[config.mk]
export PLATFORM = sky130hd
export DESIGN_NAME = lbuf_ctl
export DESIGN_NICKNAME = d
export VERILOG_FILES = /design/src/rtl/lbuf_ctl.sv
export SDC_FILE = /design/constraint.sdc
export NUM_CORES = 1
export LEC_CHECK = 0
export CORE_MARGIN = 3
export CORE_UTILIZATION = 58
export DETAILED_ROUTE_END_ITERATION = 10
export GPL_TIMING_DRIVEN = 0
export PLACE_DENSITY = 0.95
export SLEW_MARGIN = 20
export SYNTH_ARGS = -nofsm -noshare
export SYNTH_HDL_FRONTEND = slang
export SYNTH_SLANG_ARGS = --single-unit
[constraint.sdc]
create_clock -name sys_clk -period 7 [get_ports sys_clk]
set_input_delay 0.7 -clock sys_clk [delete_from_list [all_inputs] [get_ports sys_clk]]
set_output_delay 0.7 -clock sys_clk [all_outputs]
set_load 0.02 [all_outputs]
[src/rtl/lbuf_ctl.sv]
// FIFO controller for one external single-port 512x16 RAM with a 1-word input register and a 4-word output buffer.
// Optional macro LBUF_BYPASS_EN: an empty RAM and read pipe let the input word skip straight into the output buffer.
module lbuf_ctl (
  input  logic        sys_clk,
  input  logic        resetl,
  input  logic        in_valid,
  output logic        in_ready,
  input  logic [15:0] in_data,
  output logic        out_valid,
  input  logic        out_ready,
  output logic [15:0] out_data,
  output logic        ram_cen,
  output logic        ram_rw,
  output logic [8:0]  ram_a,
  output logic [15:0] ram_d_out,
  output logic [15:0] ram_d_oe,
  input  logic [15:0] ram_d_in,
  output logic [9:0]  ram_level
);

  localparam int unsigned DW       = 16;
  localparam int unsigned AW       = 9;
  localparam int unsigned LW       = 10;
  localparam int unsigned DEPTH    = 512;
  localparam int unsigned OB_DEPTH = 4;
  localparam int unsigned OBW      = 2;
  localparam int unsigned OBCW     = 3;
  localparam int unsigned PIPE_LEN = 3;

  logic                ir_full;
  logic [DW-1:0]       ir_data;
  logic [AW-1:0]       wptr;
  logic [AW-1:0]       rptr;
  logic [LW-1:0]       level;
  logic                rd_turn;
  logic [PIPE_LEN-1:0] pipe;
  logic [DW-1:0]       ob_mem [OB_DEPTH];
  logic [OBW-1:0]      ob_wr;
  logic [OBW-1:0]      ob_rd;
  logic [OBCW-1:0]     ob_cnt;

  logic [OBCW-1:0]     inflight_c;
  logic                wr_req_c;
  logic                rd_req_c;
  logic                byp_c;
  logic                wr_gnt_c;
  logic                rd_gnt_c;
  logic                in_fire_c;
  logic                out_fire_c;
  logic                ob_push_c;
  logic [DW-1:0]       ob_push_data_c;

  // Request generation and write-first round-robin arbitration
  always_comb begin
    inflight_c = OBCW'(pipe[0]) + OBCW'(pipe[1]) + OBCW'(pipe[2]);
    wr_req_c   = ir_full && (level < LW'(DEPTH));
    rd_req_c   = (level != '0) && ((ob_cnt + inflight_c) < OBCW'(OB_DEPTH));
`ifdef LBUF_BYPASS_EN
    byp_c      = ir_full && (level == '0) && (pipe == '0) && (ob_cnt < OBCW'(OB_DEPTH));
`else
    byp_c      = 1'b0;
`endif
    wr_gnt_c   = wr_req_c && !byp_c && (!rd_req_c || !rd_turn);
    rd_gnt_c   = rd_req_c && !wr_gnt_c;
    in_ready   = !ir_full || wr_gnt_c || byp_c;
    in_fire_c  = in_valid && in_ready;
    out_valid  = (ob_cnt != '0);
    out_data   = ob_mem[ob_rd];
    out_fire_c = out_valid && out_ready;
    // Bypass needs an empty read pipe, so the two push sources never collide
    ob_push_c      = pipe[PIPE_LEN-1] || byp_c;
    ob_push_data_c = pipe[PIPE_LEN-1] ? ram_d_in : ir_data;
  end

  assign ram_level = level;

  // Input register, pointers, level and arbitration state
  always_ff @(posedge sys_clk or negedge resetl) begin
    if (!resetl) begin
      ir_full <= 1'b0;
      ir_data <= '0;
      wptr    <= '0;
      rptr    <= '0;
      level   <= '0;
      rd_turn <= 1'b0;
      pipe    <= '0;
    end else begin
      if (in_fire_c) ir_data <= in_data;
      ir_full <= in_fire_c || (ir_full && !(wr_gnt_c || byp_c));
      if (wr_gnt_c) wptr <= wptr + AW'(1);
      if (rd_gnt_c) rptr <= rptr + AW'(1);
      level <= level + LW'(wr_gnt_c) - LW'(rd_gnt_c);
      if (wr_req_c && rd_req_c) rd_turn <= wr_gnt_c;
      pipe <= {pipe[PIPE_LEN-2:0], rd_gnt_c};
    end
  end

  // Registered RAM port; address and write data hold on idle cycles
  always_ff @(posedge sys_clk or negedge resetl) begin
    if (!resetl) begin
      ram_cen   <= 1'b1;
      ram_rw    <= 1'b1;
      ram_a     <= '0;
      ram_d_out <= '0;
      ram_d_oe  <= '0;
    end else if (wr_gnt_c) begin
      ram_cen   <= 1'b0;
      ram_rw    <= 1'b0;
      ram_a     <= wptr;
      ram_d_out <= ir_data;
      ram_d_oe  <= '1;
    end else if (rd_gnt_c) begin
      ram_cen   <= 1'b0;
      ram_rw    <= 1'b1;
      ram_a     <= rptr;
      ram_d_oe  <= '0;
    end else begin
      ram_cen   <= 1'b1;
      ram_d_oe  <= '0;
    end
  end

  // Output buffer: circular 4-entry store
  always_ff @(posedge sys_clk or negedge resetl) begin
    if (!resetl) begin
      for (int i = 0; i < int'(OB_DEPTH); i++) ob_mem[i] <= '0;
      ob_wr  <= '0;
      ob_rd  <= '0;
      ob_cnt <= '0;
    end else begin
      if (ob_push_c) begin
        ob_mem[ob_wr] <= ob_push_data_c;
        ob_wr         <= ob_wr + OBW'(1);
      end
      if (out_fire_c) ob_rd <= ob_rd + OBW'(1);
      ob_cnt <= ob_cnt + OBCW'(ob_push_c) - OBCW'(out_fire_c);
    end
  end

endmodule

-- Yosys cells after proc, flatten, opt, wreduce, memory -nomap -nowiden
Index checks and enable logic that the tools add are counted.
Widths: inputs -> output; s select.
- add/sub/neg operators: 11
- $mul: 0
- divide/modulo/power cells: 0
- order comparisons: 5
- equal/unequal tests: 0
- shifts and indexed selects: 0
- mux-type cells: 14
- bitwise operators: 2
- reduce and logical (&&, ||, !) cells: 19
- operators with widths (operator ; number):
    $mux 16 ; 5
    $bwmux 64 ; 1
    $bmux 16 s2 ; 1
    $demux 16 s2 ; 1
    $add 9x1->9 const B ; 2
    $mux 9 ; 2
    $add 10x1->10 ; 1
    $lt 10x10->1 const B ; 1
    $reduce_bool 10->1 ; 1
    $sub 10x1->10 ; 1
    $logic_and 1x1->1 ; 9
    $ge 3x3->1 const B ; 2
    $not 2->3 ; 2
    $add 2x1->2 const B ; 2
    $logic_not 1->1 ; 4
    $mux 1 ; 4
    $add 2x1->3 ; 1
    $add 3x1->3 ; 1
    $add 3x3->3 ; 1
    $logic_or 1x1->1 ; 3
    $lt 3x1->1 const B ; 1
    $lt 3x3->1 const B ; 1
    $reduce_bool 3->1 ; 1
    $sub 3x1->3 ; 1
    other kinds (2) ; 2
- register bits: 163
- latch bits: 0
- RAM bits: 0
- memory bits (read-only): 0
- input bits: 36
- output and inout bits: 71
- logic and storage cells: 70
- memories: 0

-- Longest topological paths before layout
- depth in word-level cells: 12
- mapped depth: 14
- gate-level depth less buffers: 13

-- Least setup slack after synthesis
No wires, ideal clock.
- kind: register to register
- start point: register pipe[0]
- end point: register level[8] (netlist: ram_level[8])
- setup time: 0.128 ns
- arrival: 3.250 ns
- required time: 6.872 ns
- slack: 3.622 ns
- cell stages (with the launch flop): 15
- buffers on the path: 1
- period minus slack after synthesis: 3.378 ns
- cells stage by stage: dfrtp_1 > fa_1 > ha_1 > nand3_4 > mux2_2 > a31oi_1 > buf_2 > inv_1 > ha_1 > fa_1 > a21oi_1 > o221ai_1 > a21oi_1 > o21bai_1 > xor2_1
- longest elaborated chain between the ends: 11
- elaborated cells on any way between the ends: 12
- classes of those cells: add/sub (5); order compare (1); reduce/logical (6)
- ends and longest elaborated chain (element ; RTL line ; RTL):
    start: declaration ; 36 ; logic [PIPE_LEN-1:0] pipe;
    start signal: assignment ; 94 ; pipe <= {pipe[PIPE_LEN-2:0], rd_gnt_c};
    $add 1x1->2 (*) ; 55 ; inflight_c = OBCW'(pipe[0]) + OBCW'(pipe[1]) + OBCW'(pipe[2]);
    $add 2x1->3 (*) ; 55 ;
    $add 3x3->3 (*) ; 57 ; rd_req_c = (level != '0) && ((ob_cnt + inflight_c) < OBCW'(OB_DEPTH));
    $lt 3x3->1 (*) ; 57 ;
    $logic_and 1x1->1 (*) ; 57 ;
    branches (longest 5 deep; another with $add 10x1->10) ; n/a ;
    $sub 10x1->10 (*) ; 92 ; level <= level + LW'(wr_gnt_c) - LW'(rd_gnt_c);
    end signal: assignment ; 92 ;
    end: declaration ; 34 ; logic [LW-1:0] level;
Mark *: on every way between the ends.
A chain may end at the register's enable or synchronous reset.

-- Worst setup path in the final report
Ends and elaborated chain as after synthesis.

==> impl_metrics.env <==
export IMPL_cts_buffer_depth=2
export IMPL_worstSetupEndpoint="ram_level[8]"
export IMPL_fin_crit_sh_pct=57.16
export IMPL_max_slew_margin_rel_pct=55.55
export IMPL_cts_tree="done"
export IMPL_n_antenna_cell=0
export IMPL_finalHoldViolations=0
export IMPL_clock_sinks=148
export IMPL_cts_reportedPaths_clkPinSlew_ns=0.06
export IMPL_reg2reg_depth=14
export IMPL_async_reset_ff_share_pct=100.0
export IMPL_drt_iter0_markers=223
export IMPL_reg2reg_to="ram_level[8]"
export IMPL_clock_fmax_mhz=249.9
export IMPL_wl_per_cell_um=18.46
export IMPL_period_minus_slack_ns=4.001
export IMPL_p_leak_nw=3.699
export IMPL_ctsHoldBuffers=0
export IMPL_final_area_um2=8458
export IMPL_grt_overflow=0
export IMPL_synth_edf_count=0
export IMPL_die_area_um2=12790
export IMPL_maxSlewViolCount=0
export IMPL_final_nets=656
export IMPL_outcome="completed"
export IMPL_synth_area_leaders="dfrtp_1 55%, mux2_2 15%, mux4_2 5.4%"
export IMPL_setup_viol=0
export IMPL_dpl_cell_area_um2=7919
export IMPL_critPathRequiredTime_ns=7.28
export IMPL_path_class="flop to flop"
export IMPL_die_x_um=113.1
export IMPL_final_fill_count=654
export IMPL_vias=4127
export IMPL_cp_startpoint="pipe[0]"
export IMPL_rows=38
export IMPL_grt_pass1_wl_um=23320
export IMPL_synth_most_common_cell="dfrtp_1"
export IMPL_drv_cap=0
export IMPL_initial_utilization_pct=60.29
export IMPL_tightest_slew_ns=0.6668
export IMPL_endpoint_kind="flop"
export IMPL_ys_seq_area_share_pct=55.73
export IMPL_drt_wl_total_um=13790
export IMPL_synth_common_cells="146 x dfrtp_1, 89 x mux2_2, 27 x nand2_1, 24 x inv_1, 22 x ha_1"
export IMPL_antenna_found_initial=0
export IMPL_ys_ff_latch=148
export IMPL_cp_start_kind="flop"
export IMPL_worstPathMaxFanout=10
export IMPL_grt_max_degree=80
export IMPL_grt_pass1_vias=4674
export IMPL_placed_cells=716
export IMPL_syn_to_final_growth_pct=27.19
export IMPL_viasPerCell=5.525
export IMPL_stdcell_count=747
export IMPL_final_antenna_net_count=0
export IMPL_synth_area_um2=6650
export IMPL_rr_startpoint="pipe[0]"
export IMPL_synth_area_leader_cell="dfrtp_1"
export IMPL_timing_hold_ws_ns=0.2557
export IMPL_clk_latency_ns=0.41
export IMPL_regToRegSetupSlack_ns=3.00
export IMPL_design_core_area_um2=11030
export IMPL_critPathArrivalTime_ns=4.28
export IMPL_fin_skew_ns=0.007971
export IMPL_place_gp_congestion=0.7804
export IMPL_p_per_area_nw_per_um2=588.7
export IMPL_yosys_area_top_type_share_pct=54.94
export IMPL_cts_setup_buffers=0
export IMPL_drive_above_1_share_pct=27.35
export IMPL_htree_levels=4
export IMPL_cts_root_buf="clkbuf_16"
export IMPL_io_pins=107
export IMPL_port_buffers=106
export IMPL_grt_usage_pct=23.55
export IMPL_synthDistinctLibCells=43
export IMPL_final_util_pct=76.68
export IMPL_power_w=0.004980
export IMPL_synth_net_count=530
export IMPL_dp_hpwl_um=9559
export IMPL_cts_buffers=17
export IMPL_synth_warning_count=0
export IMPL_grt_setup_unrepaired="no"
export IMPL_ir_drop_uv=389.3
export IMPL_cts_resized=0
export IMPL_syn_avg_cell_area_um2=14.18
export IMPL_hp_class="primary input to async pin"
export IMPL_dominantRegCellSynth="dfrtp_1"
export IMPL_synthCells=469
export IMPL_die_h_um=113.1
export IMPL_first_pass_iters=4
export IMPL_drc=0
where the power goes:
part           internal (W)  switching, W  leakage (nW)
Clock              0.000513      0.000320         0.268
Sequential          0.00130      0.000281          1.76
Combinational       0.00133       0.00124          1.67
Total               0.00314       0.00184          3.70
cells in the final DEF (no fill, tap or decap), drive strengths merged, types with 2 or more instances in the layout:
cell type      Yosys  routed
a21oi              7       7
a222oi             5       5
a22oi              4       4
buf               24      26
clkbuf             6      32
clkdlybuf4s50      0     105
clkinv             1       5
dfrtp            146     146
dfstp              2       2
fa                 3       3
ha                22      22
inv               24      24
mux2              99      99
mux4              16      16
nand2             27      27
nand2b             5       5
nand3              8       8
nand4              4       4
nor2              10      10
nor3               3       3
nor4               2       2
o21ai              6       6
o221ai             2       2
xnor2             18      18
xor2              12      12
critical path, stage by stage (launching register included):
cell and delay (ns):
dfrtp_1 0.39, fa_1 0.42, ha_1 0.32, nand3_4 0.12, mux2_2 0.35, a31oi_1 0.34
buf_2 0.32, inv_1 0.07, ha_1 0.21, fa_1 0.44, a21oi_1 0.21, o221ai_1 0.19
a21oi_1 0.20, o21bai_1 0.12, xor2_1 0.17
worst min path at each step:
| stage | startpoint | endpoint | slack [ns] | depth (start not counted) |
|---|---|---|---|---|
| 2_1_floorplan | pipe[1] | pipe[2] | 0.39 | 0 |
| 3_3_place_gp | pipe[1] | pipe[2] | 0.39 | 0 |
| 3_5_place_dp | pipe[1] | pipe[2] | 0.40 | 0 |
| 4_1_cts | resetl | ob_mem[1] | 0.27 | 1 |
| 5_1_grt | resetl | ob_mem[51] | 0.29 | 1 |
| 6_report | resetl | ob_mem[51] | 0.26 | 1 |
per-stage QoR:
stage          setup slack, ns  TNS [ns]
6_report                 2.999         0
5_1_grt                  2.785         0
4_1_cts                  3.045         0
3_5_place_dp             3.183         0
3_3_place_gp           -0.2680    -37.86
2_1_floorplan            3.622         0
metal layers:
layer | part of all wire, % | track usage (%) | vias to the layer above
li1 | - | - | 1885
met1 | 40 | 28.31 | 2110
met2 | 54 | 40.80 | 108
met3 | 4.4 | 6.417 | 24
met4 | 1.7 | 8.654 | 0
met5 | 0 | 0 | -
flip-flops by register name, summed over array words and instances, names as in the netlist, 2 cells and up:
signal,count
ob_cnt,3
ram_a,9
ob_rd,2
pipe,3
rptr,9
ir_data,16
ob_mem,64
ram_level,10
ob_wr,2
wptr,9
ram_d_out,16
kinds of logic (layout without fill, tap and decap cells):
group | after synthesis | after routing | synth area share [%]
xor+xnor | 30 | 30 | 3.951
simple gates | 66 | 66 | 4.967
compound gates | 29 | 29 | 3.312
buf+inv | 55 | 193 | 4.478
flops | 148 | 148 | 55.73
mux | 116 | 116 | 22.52
fa+ha+maj | 25 | 25 | 5.042
cell type report:
class | count | area, um^2 | share of cell area (%)
Sequential cell | 148 | 3706 | 43.82
Multi-Input combinational cell | 266 | 2646 | 31.29
Timing Repair Buffer | 107 | 1094 | 12.93
Clock buffer | 26 | 489.2 | 5.784
Buffer | 30 | 203.9 | 2.411
Tap cell | 140 | 175.2 | 2.071
Inverter | 25 | 93.84 | 1.109
Clock inverter | 5 | 50.05 | 0.5917
Note: power is estimated with default switching activity, not from simulation.
